==> src/rtl/adders_pkg.sv <==
// Shared adder helpers: operand limits, 3:2 tree depth math and the
// carry-shift convention used by every reduce-n-to-2 compressor.
package adders_pkg;

    localparam int MAX_OPS = 7;

    // Carries move up one bit; the bit shifted past WIDTH-1 is dropped,
    // so c + s always equals the operand sum mod 2^WIDTH.
    localparam int CSA_CARRY_SHL = 1;

    function automatic int csa_next(input int n);
        return n - n / 3;
    endfunction

    function automatic int csa_levels(input int n);
        int m;
        int l;
        m = n;
        l = 0;
        while (m > 2) begin
            m = csa_next(m);
            l++;
        end
        return l;
    endfunction

endpackage

==> src/rtl/csa_tree_nbit.sv <==
// Combinational N-to-2 carry-save reduction built from 3:2 cells.
// Each level groups operands by three; leftovers pass straight down.
module csa_tree_nbit
    import adders_pkg::*;
#(
    parameter int WIDTH = 32,
    parameter int N     = 9
) (
    input  logic [N*WIDTH-1:0] i_ops,
    output logic [WIDTH-1:0]   o_c,
    output logic [WIDTH-1:0]   o_s
);

    localparam int LVL  = csa_levels(N);
    localparam int MAXG = (N / 3 > 0) ? N / 3 : 1;

    logic [WIDTH-1:0] w_v  [N];
    logic [WIDTH-1:0] w_gs [MAXG];
    logic [WIDTH-1:0] w_gc [MAXG];

    always_comb begin
        int n;
        int g;
        logic [WIDTH-1:0] a;
        logic [WIDTH-1:0] b;
        logic [WIDTH-1:0] c;
        for (int k = 0; k < N; k++) begin
            w_v[k] = i_ops[k*WIDTH +: WIDTH];
        end
        for (int j = 0; j < MAXG; j++) begin
            w_gs[j] = '0;
            w_gc[j] = '0;
        end
        a = '0;
        b = '0;
        c = '0;
        n = N;
        for (int l = 0; l < LVL; l++) begin
            g = n / 3;
            for (int j = 0; j < MAXG; j++) begin
                if (j < g) begin
                    a = w_v[3*j];
                    b = w_v[3*j+1];
                    c = w_v[3*j+2];
                    w_gs[j] = a ^ b ^ c;
                    w_gc[j] = ((a & b) | (a & c) | (b & c)) << CSA_CARRY_SHL;
                end
            end
            // Leftovers move down before group results overwrite low slots.
            for (int r = 0; r < 2; r++) begin
                if (r < n - 3 * g) begin
                    w_v[2*g+r] = w_v[3*g+r];
                end
            end
            for (int j = 0; j < MAXG; j++) begin
                if (j < g) begin
                    w_v[2*j]   = w_gs[j];
                    w_v[2*j+1] = w_gc[j];
                end
            end
            n = 2 * g + (n - 3 * g);
        end
        o_s = w_v[0];
        o_c = w_v[1];
    end

endmodule

==> src/rtl/csa_multiop_accum.sv <==
// Multi-operand modular accumulator: carry-save stage 1 with a beat
// FSM, one CPA in stage 2, valid/ready handshakes on both sides.
module csa_multiop_accum
    import adders_pkg::*;
#(
    parameter int WIDTH   = 32,
    parameter int NUM_OPS = 7,
    parameter int CNT_W   = 8
) (
    input  logic                     i_clk,
    input  logic                     i_rst,
    input  logic [NUM_OPS*WIDTH-1:0] i_ops,
    input  logic                     i_first,
    input  logic                     i_last,
    input  logic                     i_valid,
    output logic                     o_ready,
    output logic [WIDTH-1:0]         o_result,
    output logic [CNT_W-1:0]         o_count,
    output logic                     o_valid,
    input  logic                     i_ready
);

    localparam int TN = NUM_OPS + 2;

    localparam logic [1:0] ST_IDLE  = 2'd0;
    localparam logic [1:0] ST_ACCUM = 2'd1;
    localparam logic [1:0] ST_DONE  = 2'd2;

    localparam logic [CNT_W-1:0] CNT_MAX = '1;

    logic [1:0]         r_state;
    logic [WIDTH-1:0]   r_acc_c;
    logic [WIDTH-1:0]   r_acc_s;
    logic [CNT_W-1:0]   r_cnt;
    logic [WIDTH-1:0]   r_result;
    logic [CNT_W-1:0]   r_count;
    logic               r_valid;

    logic               w_open;
    logic               w_s1_valid;
    logic               w_adv2;
    logic               w_accept;
    logic               w_fresh;
    logic [WIDTH-1:0]   w_fb_c;
    logic [WIDTH-1:0]   w_fb_s;
    logic [TN*WIDTH-1:0] w_tree_in;
    logic [WIDTH-1:0]   w_c;
    logic [WIDTH-1:0]   w_s;
    logic [CNT_W-1:0]   w_cnt_next;

    assign w_open     = (r_state == ST_ACCUM);
    assign w_s1_valid = (r_state == ST_DONE);
    assign w_adv2     = w_s1_valid && (!r_valid || i_ready);
    assign o_ready    = !w_s1_valid || w_adv2;
    assign w_accept   = i_valid && o_ready;

    // No open sum means the stale pair must not leak into a new beat.
    assign w_fresh    = i_first || !w_open;
    assign w_fb_c     = w_fresh ? '0 : r_acc_c;
    assign w_fb_s     = w_fresh ? '0 : r_acc_s;
    assign w_tree_in  = {w_fb_s, w_fb_c, i_ops};

    assign w_cnt_next = w_fresh ? CNT_W'(1) :
                        (r_cnt == CNT_MAX) ? r_cnt : r_cnt + CNT_W'(1);

    csa_tree_nbit #(
        .WIDTH (WIDTH),
        .N     (TN)
    ) u_tree (
        .i_ops (w_tree_in),
        .o_c   (w_c),
        .o_s   (w_s)
    );

    always_ff @(posedge i_clk) begin
        if (i_rst) begin
            r_state <= ST_IDLE;
            r_acc_c <= '0;
            r_acc_s <= '0;
            r_cnt   <= '0;
        end else if (w_accept) begin
            r_acc_c <= w_c;
            r_acc_s <= w_s;
            r_cnt   <= w_cnt_next;
            r_state <= i_last ? ST_DONE : ST_ACCUM;
        end else if (w_adv2) begin
            r_state <= ST_IDLE;
        end
    end

    always_ff @(posedge i_clk) begin
        if (i_rst) begin
            r_result <= '0;
            r_count  <= '0;
            r_valid  <= 1'b0;
        end else if (w_adv2) begin
            r_result <= r_acc_c + r_acc_s;
            r_count  <= r_cnt;
            r_valid  <= 1'b1;
        end else if (i_ready) begin
            r_valid  <= 1'b0;
        end
    end

    assign o_result = r_result;
    assign o_count  = r_count;
    assign o_valid  = r_valid;

endmodule

==> config.mk <==
export PLATFORM = sky130hd
export DESIGN_NAME = csa_multiop_accum
export DESIGN_NICKNAME = d
export VERILOG_FILES = /design/src/rtl/adders_pkg.sv /design/src/rtl/csa_tree_nbit.sv /design/src/rtl/csa_multiop_accum.sv
export SDC_FILE = /design/constraint.sdc
export NUM_CORES = 1
export LEC_CHECK = 0
export CAP_MARGIN = 10
export CORE_MARGIN = 3
export CORE_UTILIZATION = 30
export DETAILED_ROUTE_END_ITERATION = 12
export MAX_ROUTING_LAYER = met4
export PLACE_DENSITY = 0.59
export SLEW_MARGIN = 20
export SYNTH_ARGS = -nofsm -noshare
export SYNTH_HDL_FRONTEND = slang
export SYNTH_SLANG_ARGS = --single-unit
==> constraint.sdc <==
create_clock -name i_clk -period 4.1 [get_ports i_clk]
set_input_delay 0.41 -clock i_clk [delete_from_list [all_inputs] [get_ports i_clk]]
set_output_delay 0.41 -clock i_clk [all_outputs]
set_load 0.1 [all_outputs]
==> impl_metrics.json, run 1 <==
{
  "power_density_nw_per_um2": 401,
  "cts.sinks": 113,
  "ys_ff_latch": 113,
  "worst-r2r-cell-count": 10,
  "yosys_warnings": 0,
  "final_max_slew_viol_count": 0,
  "grt_pass1_wl_um": 47600,
  "wire_per_inst_um": 14.7,
  "drv_cap": 0,
  "clk_latency_ns": 0.41,
  "synthesis.area_um2": 11200,
  "status": "finished, final reports clean",
  "r2r-start": "r_state[0]",
  "slew_headroom_pct": 24.6,
  "nets": 1979,
  "synthTopCellsByCount": "nand2_1 (250), inv_1 (220), fa_1 (211)",
  "gpl.final_weighted_congestion": 0.814,
  "path_clk_slew_ns": 0.05,
  "finalSetupViolations": 0,
  "die_w_um": 199,
  "max_freq_mhz": 282,
  "syn_to_final_growth_pct": 33.8,
  "hold_class": "register to register",
  "yosys-top-cells-area": "fa_1 (38%), dfxtp_1 (20%), nand2_1 (8.4%)",
  "antenna_found_initial": 0,
  "first_global_vias": 9782,
  "post-dp-hpwl_um": 24300,
  "hold_viol": 0,
  "ys.flop_type": "dfxtp_1",
  "grt-ovfl-total": 0,
  "diodes": 0,
  "period_share_pct": 86.4,
  "syn-num-nets": 1727,
  "drt_iter0_drc": 267,
  "crit_path_max_fanout": 27,
  "vdd_ir_drop_max_mv": 0.204,
  "async_flop_share_pct": 0,
  "start_util_pct": 30.6,
  "holdPathEnd": "o_result[13]",
  "worst-setup-path-type": "input port to register",
  "syn-mean-instance-area_um2": 8.97,
  "drc": 0,
  "utilization_pct": 40.9,
  "end_kind": "register",
  "worst_slew_pin_slew_ns": 1.13,
  "cp_data_required_time_ns": 4.43,
  "die_h_um": 199,
  "cts_setup_buffers": 0,
  "worstHoldStart": "o_result[13]",
  "ctsResizeCount": 0,
  "post_drt_via_cell_ratio": 4.60,
  "yosys.cell_count.top_type": "nand2_1",
  "cts-root-buf": "clkbuf_16",
  "startpoint_type": "input port",
  "synth_top_area_cell": "fa_1",
  "rr_endpoint": "r_acc_s[3]",
  "hold_buffers": 0,
  "nFillCells": 3683,
  "finalClockSkew_ns": 0.0123,
  "numCtsBuffers": 17,
  "r2r_slack_ns": 0.58,
  "drive_gt1_share_pct": 4.09,
  "synth_edf_count": 0,
  "layout_min_cycle_time_ns": 3.54,
  "crit_path_start": "i_first",
  "syn_inst": 1251,
  "drt_wl_total_um": 29200,
  "p_leak_nw": 6.23,
  "power.total_mw": 6.02,
  "ant_nets": 0,
  "grt_usage_pct": 15.3,
  "rsz0062_at_grt": "false",
  "grt_max_degree": 59,
  "synth_cell_type_count": 67,
  "die_area_um2": 39700,
  "dr.pass1.iters": 4,
  "fin_setup_tns_ns": 0,
  "ios": 272,
  "core_um2": 36700,
  "core.rowCount": 70,
  "cts.path.max_buffers": 2,
  "hold_depth": 2,
  "yosysTopAreaCellShare_pct": 37.7,
  "cts_tree": "done",
  "vias": 9131,
  "numPortBuffers": 271,
  "synth_seq_area_share_pct": 20.2,
  "crit_arrival_ns": 3.87,
  "cts-htree-levels": 4
}
state kept, by name, summed over array words and instances, names as in the netlist:
name / count
o_count: 8
o_result: 32
r_cnt: 8
r_acc_c: 30
o_valid: 1
r_state: 2
r_acc_s: 32
cells by family (layout without fill, tap and decap cells):
kind of cell | after synthesis | in the layout | share of synthesized area [%]
AND/OR/NAND/NOR | 366 | 366 | 14.1
XOR/XNOR | 31 | 31 | 2.54
buffers and inverters | 270 | 535 | 9.31
multiplexers | 3 | 3 | 0.268
adder cells (fa/ha/maj) | 246 | 246 | 41.6
flip-flops | 113 | 113 | 20.2
AO/OA/AOI/OAI | 222 | 222 | 12.1
critical path, stage by stage:
cell and delay (ns):
clkdlybuf4s50_1 0.41, nor3b_2 0.29, buf_4 0.35, nand2_1 0.12, fa_1 0.49, fa_1 0.51, fa_1 0.56, inv_1 0.05
fa_1 0.47, nand2_1 0.05, a21oi_1 0.14
worst max path at each step:
stage,end,slack [ns],cells after the start
2_1_floorplan,r_acc_s[31],0.45,13
3_3_place_gp,r_acc_s[14],0.22,11
3_5_place_dp,r_acc_s[3],0.13,11
4_1_cts,r_acc_s[3],0.54,10
5_1_grt,r_acc_s[31],0.36,13
6_report,r_acc_s[3],0.56,11
layout by cell type (no fill, tap or decap), types with 9 or more instances in the layout:
cell / Yosys / final
clkdlybuf4s50_1: 0 / 270
nand2_1: 250 / 250
inv_1: 220 / 220
fa_1: 211 / 211
a21oi_1: 122 / 122
dfxtp_1: 113 / 113
ha_1: 35 / 35
nor2_1: 32 / 32
o21ai_0: 27 / 26
xnor2_1: 20 / 20
nand3_1: 17 / 17
clkbuf_16: 0 / 17
nand4_1: 12 / 12
buf_4: 1 / 12
xor2_1: 10 / 10
nor3_1: 9 / 9
layer usage:
layer	share of wire (%)	up-vias	GRT usage (%)
li1	-	4444	-
met1	45	4488	19.3
met2	50	192	26.9
met3	4.7	7	2.06
met4	0.42	0	2.43
met5	0	-	-
cell type report:
type	count	area [µm²]	area share, %
timing repair buffer	283	2810	18.7
multi-input combinational	868	7930	52.8
sequential	113	2260	15.1
clock buffer	18	429	2.86
inverter	220	826	5.50
tap	468	586	3.90
clock inverter	14	161	1.08
metrics by stage:
stage               instance area [µm²]  setup slack, ns  hold slack [ns]  std cells
floorplan                         11200            0.451            0.441       1251
global placement                  14400            0.221            0.438       1952
detailed placement                14400            0.131            0.443       1952
CTS                               15000            0.538            0.454       1984
global route                      15000            0.358            0.468       1984
finish                            15000            0.559            0.452       1984
report_power, final:
group	switching, mW	internal [mW]
Combinational	1.75	1.28
Sequential	0.190	1.32
Clock	0.582	0.903
Total	2.52	3.50
(Power assumes the default switching activity.)
==> run 2: changes to the inputs <==
DONT_BUFFER_PORTS = 1   (was unset)
PLACE_DENSITY = 0.5   (was 0.59)
==> run 2 against run 1 <==
Effect of this change: first-iteration DRC count rose by 27%; via count is 12% lower; sequential power grew 13%; critical path depth grew 1; hold slack worse by 0.39 ns; combinational power shrank 17%; clock power down 13%; die area unchanged; final area is 19% lower; fmax up 0.29%; cell count down 14%; highest routed layer unchanged.
==> impl_metrics.json, run 2 (synthesis results as in run 1) <==
{
  "status": "finished, final reports clean",
  "diodes": 0,
  "syn_to_final_growth_pct": 8.90,
  "hold_viol": 0,
  "die_h_um": 199,
  "grt_usage_pct": 14.4,
  "nets": 1706,
  "cts_setup_buffers": 0,
  "finalClockSkew_ns": 0.00626,
  "rsz0062_at_grt": "false",
  "worst_slew_pin_slew_ns": 1.12,
  "first_global_vias": 8686,
  "fin_area_um2": 12200,
  "drv_cap": 0,
  "seq_area_um2": 2260,
  "crit_arrival_ns": 3.87,
  "wire_per_inst_um": 15.8,
  "clk_latency_ns": 0.41,
  "start_util_pct": 30.6,
  "cp_data_required_time_ns": 4.44,
  "gpl.final_weighted_congestion": 0.839,
  "max_freq_mhz": 283,
  "cts_tree": "done",
  "hold_class": "input port to register",
  "ios": 272,
  "cts-root-buf": "clkbuf_16",
  "core_um2": 36700,
  "drt_iter0_drc": 339,
  "wl_met3_um": 1570,
  "cts.path.max_buffers": 2,
  "startpoint_type": "register",
  "p_leak_nw": 5.15,
  "slew_headroom_pct": 25.4,
  "wl_met2_um": 13200,
  "fin_setup_tns_ns": 0,
  "drt_wl_total_um": 26900,
  "layout_min_cycle_time_ns": 3.53,
  "multiInputGateArea_um2": 7930,
  "mostFrequentLayoutCells": "nand2_1 (250), inv_1 (220), fa_1 (211)",
  "drive_gt1_share_pct": 4.59,
  "place_inst": 1679,
  "vdd_ir_drop_max_mv": 0.272,
  "ant_nets": 0,
  "cts.sinks": 113,
  "grt_max_degree": 107,
  "die_area_um2": 39700,
  "numCtsBuffers": 17,
  "end_kind": "register",
  "hold_buffers": 0,
  "post_drt_via_cell_ratio": 4.70,
  "crit_path_max_fanout": 65,
  "final_max_slew_viol_count": 0,
  "worst-setup-path-type": "register to register",
  "nFillCells": 3845,
  "vias": 8029,
  "dr.pass1.iters": 5,
  "met1_length_um": 11800,
  "grt-ovfl-total": 0,
  "grt_pass1_wl_um": 44300,
  "ctsResizeCount": 0,
  "antenna_found_initial": 0,
  "core.rowCount": 70,
  "post-dp-hpwl_um": 22200,
  "drc": 0,
  "period_share_pct": 86.1,
  "numPortBuffers": 0,
  "top_layer_used": "met4",
  "die_w_um": 199,
  "instances_no_fill": 1709,
  "power_density_nw_per_um2": 453,
  "cts-htree-levels": 4,
  "final_common_cell": "nand2_1",
  "utilization_pct": 33.3,
  "path_clk_slew_ns": 0.05,
  "finalSetupViolations": 0,
  "post_dp_cell_area_um2": 11700
}
==> run 2: changes by cell type in the layout (fill, tap and decap cells not counted), moves of 2 or more <==
cell             change
clkinv_2             +6
clkdlybuf4s50_1    -270
bufinv_16            -2
clkinv_4             -7
buf_4                -4
==> run 2: worst paths after layout <==
check / startpoint / to / slack [ns] / cells after the start
worst max-delay path: r_state[0] / r_acc_s[31] / 0.57 / 12
worst min-delay path: i_rst / o_count[0] / 0.07 / 1
worst max register to register: r_state[0] / r_acc_s[31] / 0.57 / 12
worst min register to register: r_acc_c[31] / r_acc_c[31] / 0.47 / 2
==> run 2: power breakdown <==
| group | leakage, nW | internal (mW) | switching, mW |
|---|---|---|---|
| clock | 0.246 | 0.772 | 0.528 |
| combinational | 3.98 | 1.06 | 1.47 |
| sequential | 0.923 | 1.32 | 0.387 |
==> run 2: stage by stage <==
stage	setup slack [ns]	hold slack, ns	power (mW)
final	0.569	0.0657	5.53
after global placement	0.541	0.454	4.29
after CTS	0.521	0.0456	5.65
after global routing	0.281	0.0490	6.17
after floorplan	0.451	0.441	3.67
after detailed placement	0.510	0.454	4.30
==> run 2: critical path: stages (launching register included) <==
cell and delay [ns]:
dfxtp_1 0.37, nor3b_2 0.26, buf_12 0.31, nand2_1 0.12, fa_1 0.54, fa_1 0.45, fa_1 0.45, xor2_1 0.18
xnor2_1 0.15, xnor3_1 0.24, xnor2_1 0.14, nand2_1 0.07, a21oi_1 0.17
==> run 2: per-layer routing <==
layer | up-vias | GRT usage [%]
li1 | 3888 | -
met1 | 3927 | 18.1
met2 | 194 | 24.0
met3 | 20 | 2.95
met4 | 0 | 3.13
met5 | - | -
==> run 2: final cells by class <==
cell class              instances  area share [%]
inverters                     220            6.76
clock inverters                11           0.563
multi-input cells             868            64.9
well taps                     468            4.79
repair buffers                 10           0.819
flip-flops and latches        113            18.5
clock buffers                  19            3.63
==> run 3: changes to the inputs <==
GPL_ROUTABILITY_DRIVEN = 0   (was unset)
==> results of run 3 <==
Same layout as run 2: the final DEF is identical, and so are final timing and power.
